### src/rtl/tick_pwm.sv
// Tick-driven PWM generator with double-buffered duty/period, applied at period boundaries.
// Optional TICK_PWM_PERIOD_CNT_EN adds a saturating completed-period counter port.
module tick_pwm #(
  parameter int unsigned W = 8
) (
  input  logic         clk,
  input  logic         reset,
  input  logic         tick,
  input  logic         enable,
  input  logic         load,
  input  logic [W-1:0] duty_in,
  input  logic [W-1:0] period_in,
  output logic         load_ack,
  output logic         pwm_out,
  output logic         period_end,
  output logic         busy
`ifdef TICK_PWM_PERIOD_CNT_EN
  ,
  output logic [W-1:0] period_count
`endif
);

  typedef enum logic [1:0] {
    StIdle = 2'd0,
    StRun  = 2'd1,
    StStop = 2'd2
  } state_e;

  state_e       state_q, state_d;
  logic [W-1:0] cnt_q, cnt_d;
  logic [W-1:0] duty_a_q, duty_a_d;
  logic [W-1:0] period_a_q, period_a_d;
  logic [W-1:0] duty_sh_q, duty_sh_d;
  logic [W-1:0] period_sh_q, period_sh_d;
  logic         pending_q, pending_d;
  logic         load_ack_q, load_ack_d;
  logic         pwm_q, pwm_d;
  logic         period_end_q, period_end_d;
  logic         copy;

`ifdef TICK_PWM_PERIOD_CNT_EN
  logic [W-1:0] period_count_q, period_count_d;
`endif

  always_comb begin
    state_d      = state_q;
    cnt_d        = cnt_q;
    duty_a_d     = duty_a_q;
    period_a_d   = period_a_q;
    period_end_d = 1'b0;
    copy         = 1'b0;

    unique case (state_q)
      StIdle: begin
        if (tick && enable) begin
          state_d = StRun;
          cnt_d   = '0;
          copy    = pending_q;
        end
      end
      StRun, StStop: begin
        // RUN/STOP only differ in whether the period will repeat; tracked every clk.
        state_d = enable ? StRun : StStop;
        if (tick) begin
          if (cnt_q == period_a_q) begin
            cnt_d        = '0;
            period_end_d = 1'b1;
            copy         = pending_q;
            state_d      = enable ? StRun : StIdle;
          end else begin
            cnt_d = cnt_q + 1'b1;
          end
        end
      end
      default: begin
        state_d = StIdle;
        cnt_d   = '0;
      end
    endcase

    if (copy) begin
      duty_a_d   = duty_sh_q;
      period_a_d = period_sh_q;
    end

    // A coincident load re-arms pending after the boundary consumed the old shadow.
    pending_d   = (pending_q && !copy) || load;
    duty_sh_d   = load ? duty_in : duty_sh_q;
    period_sh_d = load ? period_in : period_sh_q;
    load_ack_d  = load;

    pwm_d = (state_d != StIdle) && (cnt_d < duty_a_d);
  end

`ifdef TICK_PWM_PERIOD_CNT_EN
  always_comb begin
    period_count_d = period_count_q;
    if (load && (state_q == StIdle)) begin
      period_count_d = '0;
    end else if (period_end_d && (period_count_q != '1)) begin
      period_count_d = period_count_q + 1'b1;
    end
  end

  always_ff @(posedge clk) begin
    if (reset) begin
      period_count_q <= '0;
    end else begin
      period_count_q <= period_count_d;
    end
  end

  assign period_count = period_count_q;
`endif

  always_ff @(posedge clk) begin
    if (reset) begin
      state_q      <= StIdle;
      cnt_q        <= '0;
      duty_a_q     <= '0;
      period_a_q   <= '0;
      duty_sh_q    <= '0;
      period_sh_q  <= '0;
      pending_q    <= 1'b0;
      load_ack_q   <= 1'b0;
      pwm_q        <= 1'b0;
      period_end_q <= 1'b0;
    end else begin
      state_q      <= state_d;
      cnt_q        <= cnt_d;
      duty_a_q     <= duty_a_d;
      period_a_q   <= period_a_d;
      duty_sh_q    <= duty_sh_d;
      period_sh_q  <= period_sh_d;
      pending_q    <= pending_d;
      load_ack_q   <= load_ack_d;
      pwm_q        <= pwm_d;
      period_end_q <= period_end_d;
    end
  end

  assign load_ack   = load_ack_q;
  assign pwm_out    = pwm_q;
  assign period_end = period_end_q;
  assign busy       = (state_q != StIdle);

endmodule

### config.mk
export PLATFORM = sky130hd
export DESIGN_NAME = tick_pwm
export DESIGN_NICKNAME = d
export VERILOG_FILES = /design/src/rtl/tick_pwm.sv
export SDC_FILE = /design/constraint.sdc
export NUM_CORES = 1
export LEC_CHECK = 0
export CAP_MARGIN = 10
export CORE_ASPECT_RATIO = 0.7
export CORE_MARGIN = 4
export CORE_UTILIZATION = 35
export DETAILED_ROUTE_END_ITERATION = 8
export DONT_BUFFER_PORTS = 1
export PLACE_DENSITY = 0.56
export REMOVE_ABC_BUFFERS = 1
export SLEW_MARGIN = 20
export SYNTH_ARGS = -nofsm -noshare
export SYNTH_HDL_FRONTEND = slang
export SYNTH_SLANG_ARGS = --single-unit
export TNS_END_PERCENT = 10
### constraint.sdc
create_clock -name clk -period 3.47 [get_ports clk]
set_input_delay 0.694 -clock clk [delete_from_list [all_inputs] [get_ports clk]]
set_output_delay 0.694 -clock clk [all_outputs]
set_load 0.01 [all_outputs]
==> results of run 1 <==
## final timing paths
path	start	to	slack, ps	depth (start not counted)
setup reg to reg	cnt_q[1]	pwm_out	230	12
hold / removal	reset	duty_sh_q[3]	460	1
setup / recovery	cnt_q[1]	pwm_out	230	12
hold reg to reg	period_sh_q[0]	period_a_q[0]	480	2
## cell type report
class                           count  share of cell area, %
Sequential cell                    46                   33.4
Clock buffer                        7                   2.76
Multi-Input combinational cell    199                   54.5
Timing Repair Buffer               10                   3.17
Tap cell                           94                   4.26
Clock inverter                      1                   1.09
Inverter                            6                  0.816
## what timing repair did
action | CTS | global route
endpoints found under the setup margin | 0 | 1
gates resized for setup | 0 | 7
buffers inserted | 0 | 3
## power by group through the flow
stage	sequential [mW]	combinational, mW	clock [mW]
5_1_grt	0.566	0.174	0.430
3_3_place_gp	0.575	0.146	0
3_5_place_dp	0.576	0.147	0
4_1_cts	0.563	0.148	0.407
6_report	0.563	0.155	0.393
2_1_floorplan	0.571	0.112	0
## layer usage
| metal | vias up | GRT usage (%) | share of wire (%) |
|---|---|---|---|
| met5 | - | 0 | 0 |
| met4 | 0 | 3.74 | 0.84 |
| met3 | 4 | 3.25 | 4.6 |
| met2 | 46 | 17.1 | 40 |
| met1 | 833 | 19.7 | 55 |
| li1 | 945 | - | - |
## cell usage after synthesis, drive strengths merged (2+ instances only)
cell | n | area, sq um
a21o | 2 | 15.0
a21oi | 15 | 86.3
a311oi | 7 | 61.3
a31oi | 3 | 25.0
a32oi | 2 | 17.5
and3 | 2 | 13.8
buf | 7 | 81.3
clkbuf | 9 | 35.0
dfxtp | 46 | 921
ha | 10 | 125
inv | 6 | 22.5
mux2i | 38 | 380
nand2 | 17 | 63.8
nand2b | 17 | 106
nand3 | 5 | 37.5
nand4 | 2 | 12.5
nor2 | 27 | 101
nor2b | 2 | 12.5
nor3 | 3 | 15.0
nor4 | 2 | 42.5
o211ai | 2 | 15.0
o21ai | 2 | 10.0
or2 | 2 | 12.5
or2b | 16 | 120
or4 | 2 | 15.0
xor2 | 8 | 77.6
## cells by family after synthesis
logic type               Yosys count  synth area share (%)
AND/OR/NAND/NOR                   99                  22.4
XOR/XNOR                           8                  3.06
AO/OA/AOI/OAI                     44                  12.9
buffers and inverters             22                  5.47
flip-flops                        46                  36.3
multiplexers                      38                  15.0
adder cells (fa/ha/maj)           10                  4.93
## per-stage QoR
| stage | hold slack [ps] | power [mW] | instance area, sq um |
|---|---|---|---|
| final | 462 | 1.11 | 2760 |
| after global routing | 446 | 1.17 | 2760 |
| after CTS | 449 | 1.12 | 2710 |
| after detailed placement | 463 | 0.723 | 2610 |
| after global placement | 461 | 0.722 | 2610 |
| after floorplan | 445 | 0.684 | 2420 |
## sequential cells by signal, indices dropped and copies added, names as in the netlist
| register | flops |
|---|---|
| pending_q | 1 |
| period_sh_q | 8 |
| state_q | 2 |
| pwm_out | 1 |
| load_ack | 1 |
| period_a_q | 8 |
| cnt_q | 8 |
| duty_a_q | 8 |
| period_end | 1 |
| duty_sh_q | 8 |
==> results.txt, run 1 <==
----------------------------------------------------
[Setup path]
  Largest fanout on the critical path ... 6
  Endpoint type of the worst setup path ... register
  Type of the setup path with the least slack ... register to register
  Slowest cell on the critical path ... or4_1
  Required time of the worst setup path ... 3690 ps
  Top cell family by delay on the critical path ... compound AO/OA/AOI/OAI gates
  Data arrival at the endpoint of the critical path ... 3460 ps
  Type of origin of the critical path ... register
  Worst path max stage delay ... 510 ps
  Cells along the critical path ... ha_2 > nand4_1 > or4_1 > a32oi_1 > a21oi_1 > nor2_1 > ha_1 > a21o_1 > a22o_1 > a2111oi_1 > o21ai_0 > a211oi_1
  CP Buf/Inv Count ... 0

[STA]
  Hold violation count in the final report ... 0
  Clock Skews ... 7.21 ps
  Max-slew headroom ... 65.2%
  Final Worst Setup Slack ... 234 ps
  Unrepaired setup endpoints after global routing ... no
  Summed negative setup slack over all endpoints ... 0 ps
  Max Clk Rate ... 0.309 GHz
  Actual transition at the worst max-transition pin ... 522 ps
  Crit share post-route ... 93.3%
  Final-report max-slew violation count ... 0
  Final worst path period need ... 3240 ps
  Setup violations, final ... 0

[CTS]
  H-tree depth reported by CTS ... 2
  Insertion delay to the later sink of the worst-skew pair ... 300 ps
  Root Buffer Master ... clkbuf_8
  Number of buffers created by CTS ... 5
  Largest buffer count on any clock path ... 2
  Number of buffers added to fix hold violations after cts ... 0
  TritonCTS sink count ... 46
  TritonCTS clock tree ... done
  Clk pin slew, worst setup/hold paths ... 90 ps

[Synth]
  Fraction of the yosys area taken by sequential cells ... 36.3%
  Yosys synthesis warning count ... 0
  Post-synthesis average cell area ... 9.51 sq um
  Flip-flop and latch count after synthesis ... 46
  Count of flip-flops with a built-in enable after synthesis ... 0
  Synth async-reset ratio ... 0%
  Most used flip-flop cell after synthesis ... dfxtp_1
  Netlist area before placement ... 2540 sq um
  Netlist cell types ... 48
  Synthesized instance count ... 267

[Die]
  Floorplan core area ... 6880 sq um
  Die area ... 8700 sq um
  Die H ... 79.3 microns
  Width of the chip ... 110 microns
  Initial standard-cell utilization of the core ... 36.9%
  Boundary Pins ... 25
  Core Rows ... 25

[Power and ir drop]
  Clock group share of total power ... 35.3%
  Worst IR drop on VDD ... 0.163 mV
  Logic gate share of total power ... 14.0%
  Leak pwr ... 1.06 nW
  Sequential power share ... 50.7%
  Switching power summed over all nets ... 277 uW
  Areal power density over the cells ... 402 nW/um^2
  Net switching fraction of the power ... 25.0%
  Internal power summed over all cells ... 833 uW

[Place]
  Number of placed instances, taps included ... 352
  Worst setup slack before clock tree synthesis ... 210 ps
  Placer congestion estimate ... 0.864
  DP HPWL ... 3730 microns
  Number of buffer cells added on primary ports ... 0

[Routing]
  Number of vias in the routed layout ... 1828
  Via/cell ratio ... 5.04
  WL per Instance ... 14.4 microns
  Post-detailed-route DRC marker count ... 0
  Starting DRC count in detailed routing ... 118
  Number of search-and-repair iterations in the first detailed-routing pass ... 4
  Final Routed Wirelength ... 5240 microns
  Remaining antenna violation count ... 0

[GRT]
  Number of antenna violations at the first check in global routing ... 0
  Largest net degree at the start of global routing ... 52
  Global-route usage over all layers ... 12.8%
  Vias in the first global route ... 1722
  Total global routing overflow ... 0
  Global-route wire length before repair ... 8710 microns

[Finish]
  Fillcell total ... 703
  Sequential cell area ... 922 sq um
  Area Growth Syn to Fin ... 8.77%
  Core Util, Final ... 40.1%
  Fraction of layout instances using a drive strength above 1 ... 11.2%
  Final-stage net count ... 299
  Most common library cell in the layout ignoring fill and taps ... dfxtp_1
  Antenna Diode Count ... 0
  Multi-input logic area ... 1510 sq um
  Top library cells by usage in the layout, fill and taps aside ... dfxtp_1, mux2i_1, nor2_1
  Final non-filler cell total ... 363

[Flow run]
  Max-cap viol count ... 0

[Run status]
  Result of the run ... finished, final reports clean

[Hold path]
  Class of the tightest hold or removal check ... primary input to register

----------------------------------------------------
(Power assumes the default switching activity.)
==> run 2: changes to the inputs <==
--- a/config.mk
+++ b/config.mk
@@ -5,13 +5,14 @@
 export SDC_FILE = /design/constraint.sdc
 export NUM_CORES = 1
 export LEC_CHECK = 0
+export BUFFER_PORTS_ARGS = -buffer_cell sky130_fd_sc_hd__buf_4
 export CAP_MARGIN = 10
 export CORE_ASPECT_RATIO = 0.7
 export CORE_MARGIN = 4
 export CORE_UTILIZATION = 35
 export DETAILED_ROUTE_END_ITERATION = 8
-export DONT_BUFFER_PORTS = 1
-export PLACE_DENSITY = 0.56
+export GPL_TIMING_DRIVEN = 0
+export PLACE_DENSITY = 0.59
 export REMOVE_ABC_BUFFERS = 1
 export SLEW_MARGIN = 20
 export SYNTH_ARGS = -nofsm -noshare
==> results.txt, run 2 (synthesis gave the netlist of run 1 again) <==
----------------------------------------------------
[STA]
  Setup violations, final ... 0
  Clock Skews ... 7.80 ps
  Max Clk Rate ... 0.304 GHz
  Unrepaired setup endpoints after global routing ... no
  Final-layout worst hold slack ... 476 ps
  Final Worst Setup Slack ... 180 ps
  Hold violation count in the final report ... 0
  Max-slew headroom ... 34.0%
  Actual transition at the worst max-transition pin ... 990 ps
  Crit share post-route ... 94.8%
  Final-report max-slew violation count ... 0
  Final worst path period need ... 3290 ps

[Routing]
  Starting DRC count in detailed routing ... 116
  Post-detailed-route DRC marker count ... 0
  WL per Instance ... 14.1 microns
  Via/cell ratio ... 5.07
  Number of search-and-repair iterations in the first detailed-routing pass ... 4
  Final Routed Wirelength ... 5500 microns
  Number of vias in the routed layout ... 1984
  Remaining antenna violation count ... 0

[Setup path]
  Largest fanout on the critical path ... 9
  Required time of the worst setup path ... 3690 ps
  Type of the setup path with the least slack ... register to register
  Slowest cell on the critical path ... or4_1
  Endpoint type of the worst setup path ... register
  Type of origin of the critical path ... register
  Cells along the critical path ... inv_1 > ha_4 > clkinvlp_4 > or4_1 > a32oi_1 > a21oi_1 > nor2_1 > ha_1 > a21o_1 > a22o_1 > a2111oi_2 > o21ai_1 > a211oi_2
  Worst path max stage delay ... 530 ps
  Data arrival at the endpoint of the critical path ... 3510 ps

[Finish]
  Most common library cell in the layout ignoring fill and taps ... dfxtp_1
  Fraction of layout instances using a drive strength above 1 ... 20.2%
  Area Growth Syn to Fin ... 17.8%
  Multi-input logic area ... 1530 sq um
  Antenna Diode Count ... 0
  Core Util, Final ... 43.5%
  Top library cells by usage in the layout, fill and taps aside ... dfxtp_1, mux2i_1, buf_4
  Sequential cell area ... 923 sq um
  Final-stage net count ... 327
  Fillcell total ... 707

[CTS]
  TritonCTS sink count ... 46
  Largest buffer count on any clock path ... 2
  Number of buffers created by CTS ... 5
  Insertion delay to the later sink of the worst-skew pair ... 300 ps
  TritonCTS clock tree ... done
  H-tree depth reported by CTS ... 2
  Clk pin slew, worst setup/hold paths ... 80 ps
  Root Buffer Master ... clkbuf_8

[Place]
  Placer congestion estimate ... 0.810
  DP HPWL ... 3560 microns
  Number of buffer cells added on primary ports ... 24
  Worst setup slack before clock tree synthesis ... -779 ps

[Die]
  Boundary Pins ... 25
  Initial standard-cell utilization of the core ... 36.9%
  Width of the chip ... 110 microns
  Die H ... 79.3 microns
  Floorplan core area ... 6880 sq um
  Core Rows ... 25
  Die area ... 8700 sq um

[GRT]
  Global-route usage over all layers ... 13.4%
  Total global routing overflow ... 0
  Vias in the first global route ... 1900
  Number of antenna violations at the first check in global routing ... 0
  Global-route wire length before repair ... 9160 microns
  Largest net degree at the start of global routing ... 52

[Power and ir drop]
  Areal power density over the cells ... 395 nW/um^2
  Post-layout total power ... 1.18 mW
  Worst IR drop on VDD ... 0.177 mV
  Leak pwr ... 1.20 nW

[Hold path]
  Class of the tightest hold or removal check ... register to register

[Flow run]
  Max-cap viol count ... 0

[Run status]
  Result of the run ... finished, final reports clean

----------------------------------------------------
## run 2: layer usage
layer	wire length (microns)	GRT usage [%]	part of all wire [%]
met4	61	2.99	1.1
met2	2280	19.6	41
met3	380	3.25	6.9
met5	0	0	0
met1	2780	19.6	51
## run 2: what timing repair did
action / CTS / global route
resized for setup: 5 / 6
buffers inserted: 12 / 1
hold buffers: 0 / 0
pin swaps: 3 / 0
endpoints found under the setup margin: 1 / 1
gates cloned: 1 / 0
## run 2: worst max-delay path: cells and delay by family, from the launching register on
family / cells / cell delay, ps
buffers and inverters: 2 / 200
AND/OR/NAND/NOR: 2 / 650
flip-flops: 1 / 370
adder cells (fa/ha/maj): 2 / 600
AO/OA/AOI/OAI: 7 / 1380
## run 2: power breakdown
group | switching [mW] | internal (mW)
sequential | 0.0124 | 0.549
combinational | 0.119 | 0.104
clock | 0.181 | 0.216
total | 0.312 | 0.868
## run 2: final cells by class
cell class                 instances  share of cell area [%]
sequential                        46                    30.9
inverter                           6                   0.879
clock inverter                     1                    1.00
tap                               94                    3.93
multi-input combinational        200                    51.0
clock buffer                       7                    2.55
timing repair buffer              37                    9.71
## run 2: worst paths after layout
| path | startpoint | end | slack [ps] | depth (start not counted) |
|---|---|---|---|---|
| min reg2reg | period_sh_q[2] | period_a_q[2] | 480 | 2 |
| max | state_q[1] | pwm_out | 180 | 13 |
| min | period_sh_q[2] | period_a_q[2] | 480 | 2 |
| max reg2reg | state_q[1] | pwm_out | 180 | 13 |
## run 2: through the flow
stage | setup TNS (ps) | instance area [sq um] | std cells
after global routing | 0 | 2990 | 391
after CTS | 0 | 2960 | 390
after floorplan | 0 | 2420 | 251
after global placement | -771 | 2720 | 369
final | 0 | 2990 | 391
after detailed placement | -779 | 2720 | 369
==> run 3: changes to the inputs <==
--- a/config.mk
+++ b/config.mk
@@ -14,6 +14,7 @@
 export GPL_TIMING_DRIVEN = 0
 export PLACE_DENSITY = 0.59
 export REMOVE_ABC_BUFFERS = 1
+export SETUP_SLACK_MARGIN = 0.2
 export SLEW_MARGIN = 20
 export SYNTH_ARGS = -nofsm -noshare
 export SYNTH_HDL_FRONTEND = slang
==> results.txt, run 3 (synthesis gave the netlist of run 1 again) <==
----------------------------------------------------
[Run status]
  Result of the run ... finished, final reports clean

[Setup path]
  Required time of the worst setup path ... 3690 ps
  Slowest cell on the critical path ... dfxtp_4
  Type of the setup path with the least slack ... register to register
  CP Buf/Inv Count ... 2
  Largest fanout on the critical path ... 7
  Worst path max stage delay ... 380 ps
  Top cell family by delay on the critical path ... compound AO/OA/AOI/OAI gates
  Cells along the critical path ... xor2_1 > nor4_4 > buf_6 > nand3_4 > a21oi_4 > buf_12 > mux2i_4 > ha_1 > o21a_1 > o2111a_2 > a2111oi_4 > o21ai_1 > a211oi_2
  Data arrival at the endpoint of the critical path ... 3410 ps
  Type of origin of the critical path ... register
  Endpoint type of the worst setup path ... register

[STA]
  Clock Skews ... 7.58 ps
  Final-report max-slew violation count ... 0
  Actual transition at the worst max-transition pin ... 990 ps
  Final worst path period need ... 3190 ps
  Setup violations, final ... 0
  Max Clk Rate ... 0.313 GHz
  Max-slew headroom ... 34.0%
  Crit share post-route ... 92.0%
  Final Worst Setup Slack ... 276 ps
  Unrepaired setup endpoints after global routing ... no
  Final-layout worst hold slack ... 476 ps
  Hold violation count in the final report ... 0

[Routing]
  Via/cell ratio ... 5.09
  Number of search-and-repair iterations in the first detailed-routing pass ... 4
  Routed length on met1 ... 2950 microns
  Starting DRC count in detailed routing ... 125
  Met2 wire len ... 2580 microns
  Remaining antenna violation count ... 0
  Number of vias in the routed layout ... 2037
  WL per Instance ... 14.8 microns
  Final Routed Wirelength ... 5900 microns
  Max layer used ... met4
  DR WL met3 ... 332 microns
  Post-detailed-route DRC marker count ... 0

[Place]
  Worst setup slack before clock tree synthesis ... -779 ps
  Number of placed instances, taps included ... 369
  Placer congestion estimate ... 0.810
  Number of buffer cells added on primary ports ... 24
  DP HPWL ... 3560 microns

[Power and ir drop]
  Areal power density over the cells ... 387 nW/um^2
  Post-layout total power ... 1.21 mW
  Leak pwr ... 1.25 nW
  Worst IR drop on VDD ... 0.177 mV

[Die]
  Core Rows ... 25
  Initial standard-cell utilization of the core ... 36.9%
  Die H ... 79.3 microns
  Boundary Pins ... 25
  Width of the chip ... 110 microns
  Die area ... 8700 sq um
  Floorplan core area ... 6880 sq um

[CTS]
  Largest buffer count on any clock path ... 2
  Root Buffer Master ... clkbuf_8
  Insertion delay to the later sink of the worst-skew pair ... 300 ps
  Number of buffers created by CTS ... 5
  TritonCTS clock tree ... done
  Clk pin slew, worst setup/hold paths ... 80 ps
  TritonCTS sink count ... 46
  H-tree depth reported by CTS ... 2
  Number of buffers added to fix hold violations after cts ... 0

[Finish]
  Top library cells by usage in the layout, fill and taps aside ... buf_4, dfxtp_1, mux2i_1
  Antenna Diode Count ... 0
  Fillcell total ... 677
  Final-stage net count ... 336
  Fraction of layout instances using a drive strength above 1 ... 25.8%
  Area Growth Syn to Fin ... 23.4%
  Most common library cell in the layout ignoring fill and taps ... buf_4
  Final non-filler cell total ... 400

[GRT]
  Number of antenna violations at the first check in global routing ... 0
  Total global routing overflow ... 0
  Largest net degree at the start of global routing ... 52
  Vias in the first global route ... 1903
  Global-route usage over all layers ... 13.4%
  Global-route wire length before repair ... 9180 microns

[Flow run]
  Max-cap viol count ... 0

[Hold path]
  Class of the tightest hold or removal check ... register to register

----------------------------------------------------
[run 3: path summary, 6_finish.rpt]
path,depth (start not counted),to,from,slack [ps]
hold / removal,2,period_a_q[2],period_sh_q[2],480
setup reg to reg,13,pwm_out,cnt_q[4],280
hold reg to reg,2,period_a_q[2],period_sh_q[2],480
setup / recovery,13,pwm_out,cnt_q[4],280
[run 3: layout make-up]
cell class,instances,area (sq um),area share [%]
flip-flops and latches,46,936,29.9
repair buffers,46,383,12.2
inverters,6,26.3,0.839
clock inverters,1,30.0,0.958
clock buffers,7,76.3,2.44
well taps,94,118,3.75
multi-input cells,200,1560,49.9
[run 3: repair_timing]
action | in CTS | in global routing
cloned | 1 | 1
pin swaps | 3 | 9
resized for setup | 9 | 18
setup buffers | 12 | 9
setup endpoints to repair | 1 | 1
[run 3: tightest hold or removal path, delay by kind of cell (launching register included)]
| family | cells | cell delay (ps) |
|---|---|---|
| DFF | 1 | 320 |
| muxes | 1 | 60 |
| and+or+nand+nor | 1 | 60 |
[run 3: where the power goes]
part           internal [mW]  total [mW]  switching [mW]
logic                  0.123       0.251           0.129
clock network          0.216       0.399           0.184
registers              0.547       0.561          0.0132
[run 3: through the flow]
| stage | setup TNS (ps) | util (%) | cell area, sq um |
|---|---|---|---|
| detailed placement | -779 | 39.5 | 2720 |
| global placement | -771 | 39.5 | 2720 |
| floorplan | 0 | - | 2420 |
| CTS | 0 | 43.3 | 2980 |
| global route | 0 | 45.5 | 3130 |
| finish | 0 | 45.5 | 3130 |
[run 3: routing by layer]
layer  GRT usage (%)  vias up
li1                -     1023
met1            19.6      959
met2            19.7       49
met3            3.25        6
met4            2.99        0
met5               0        -
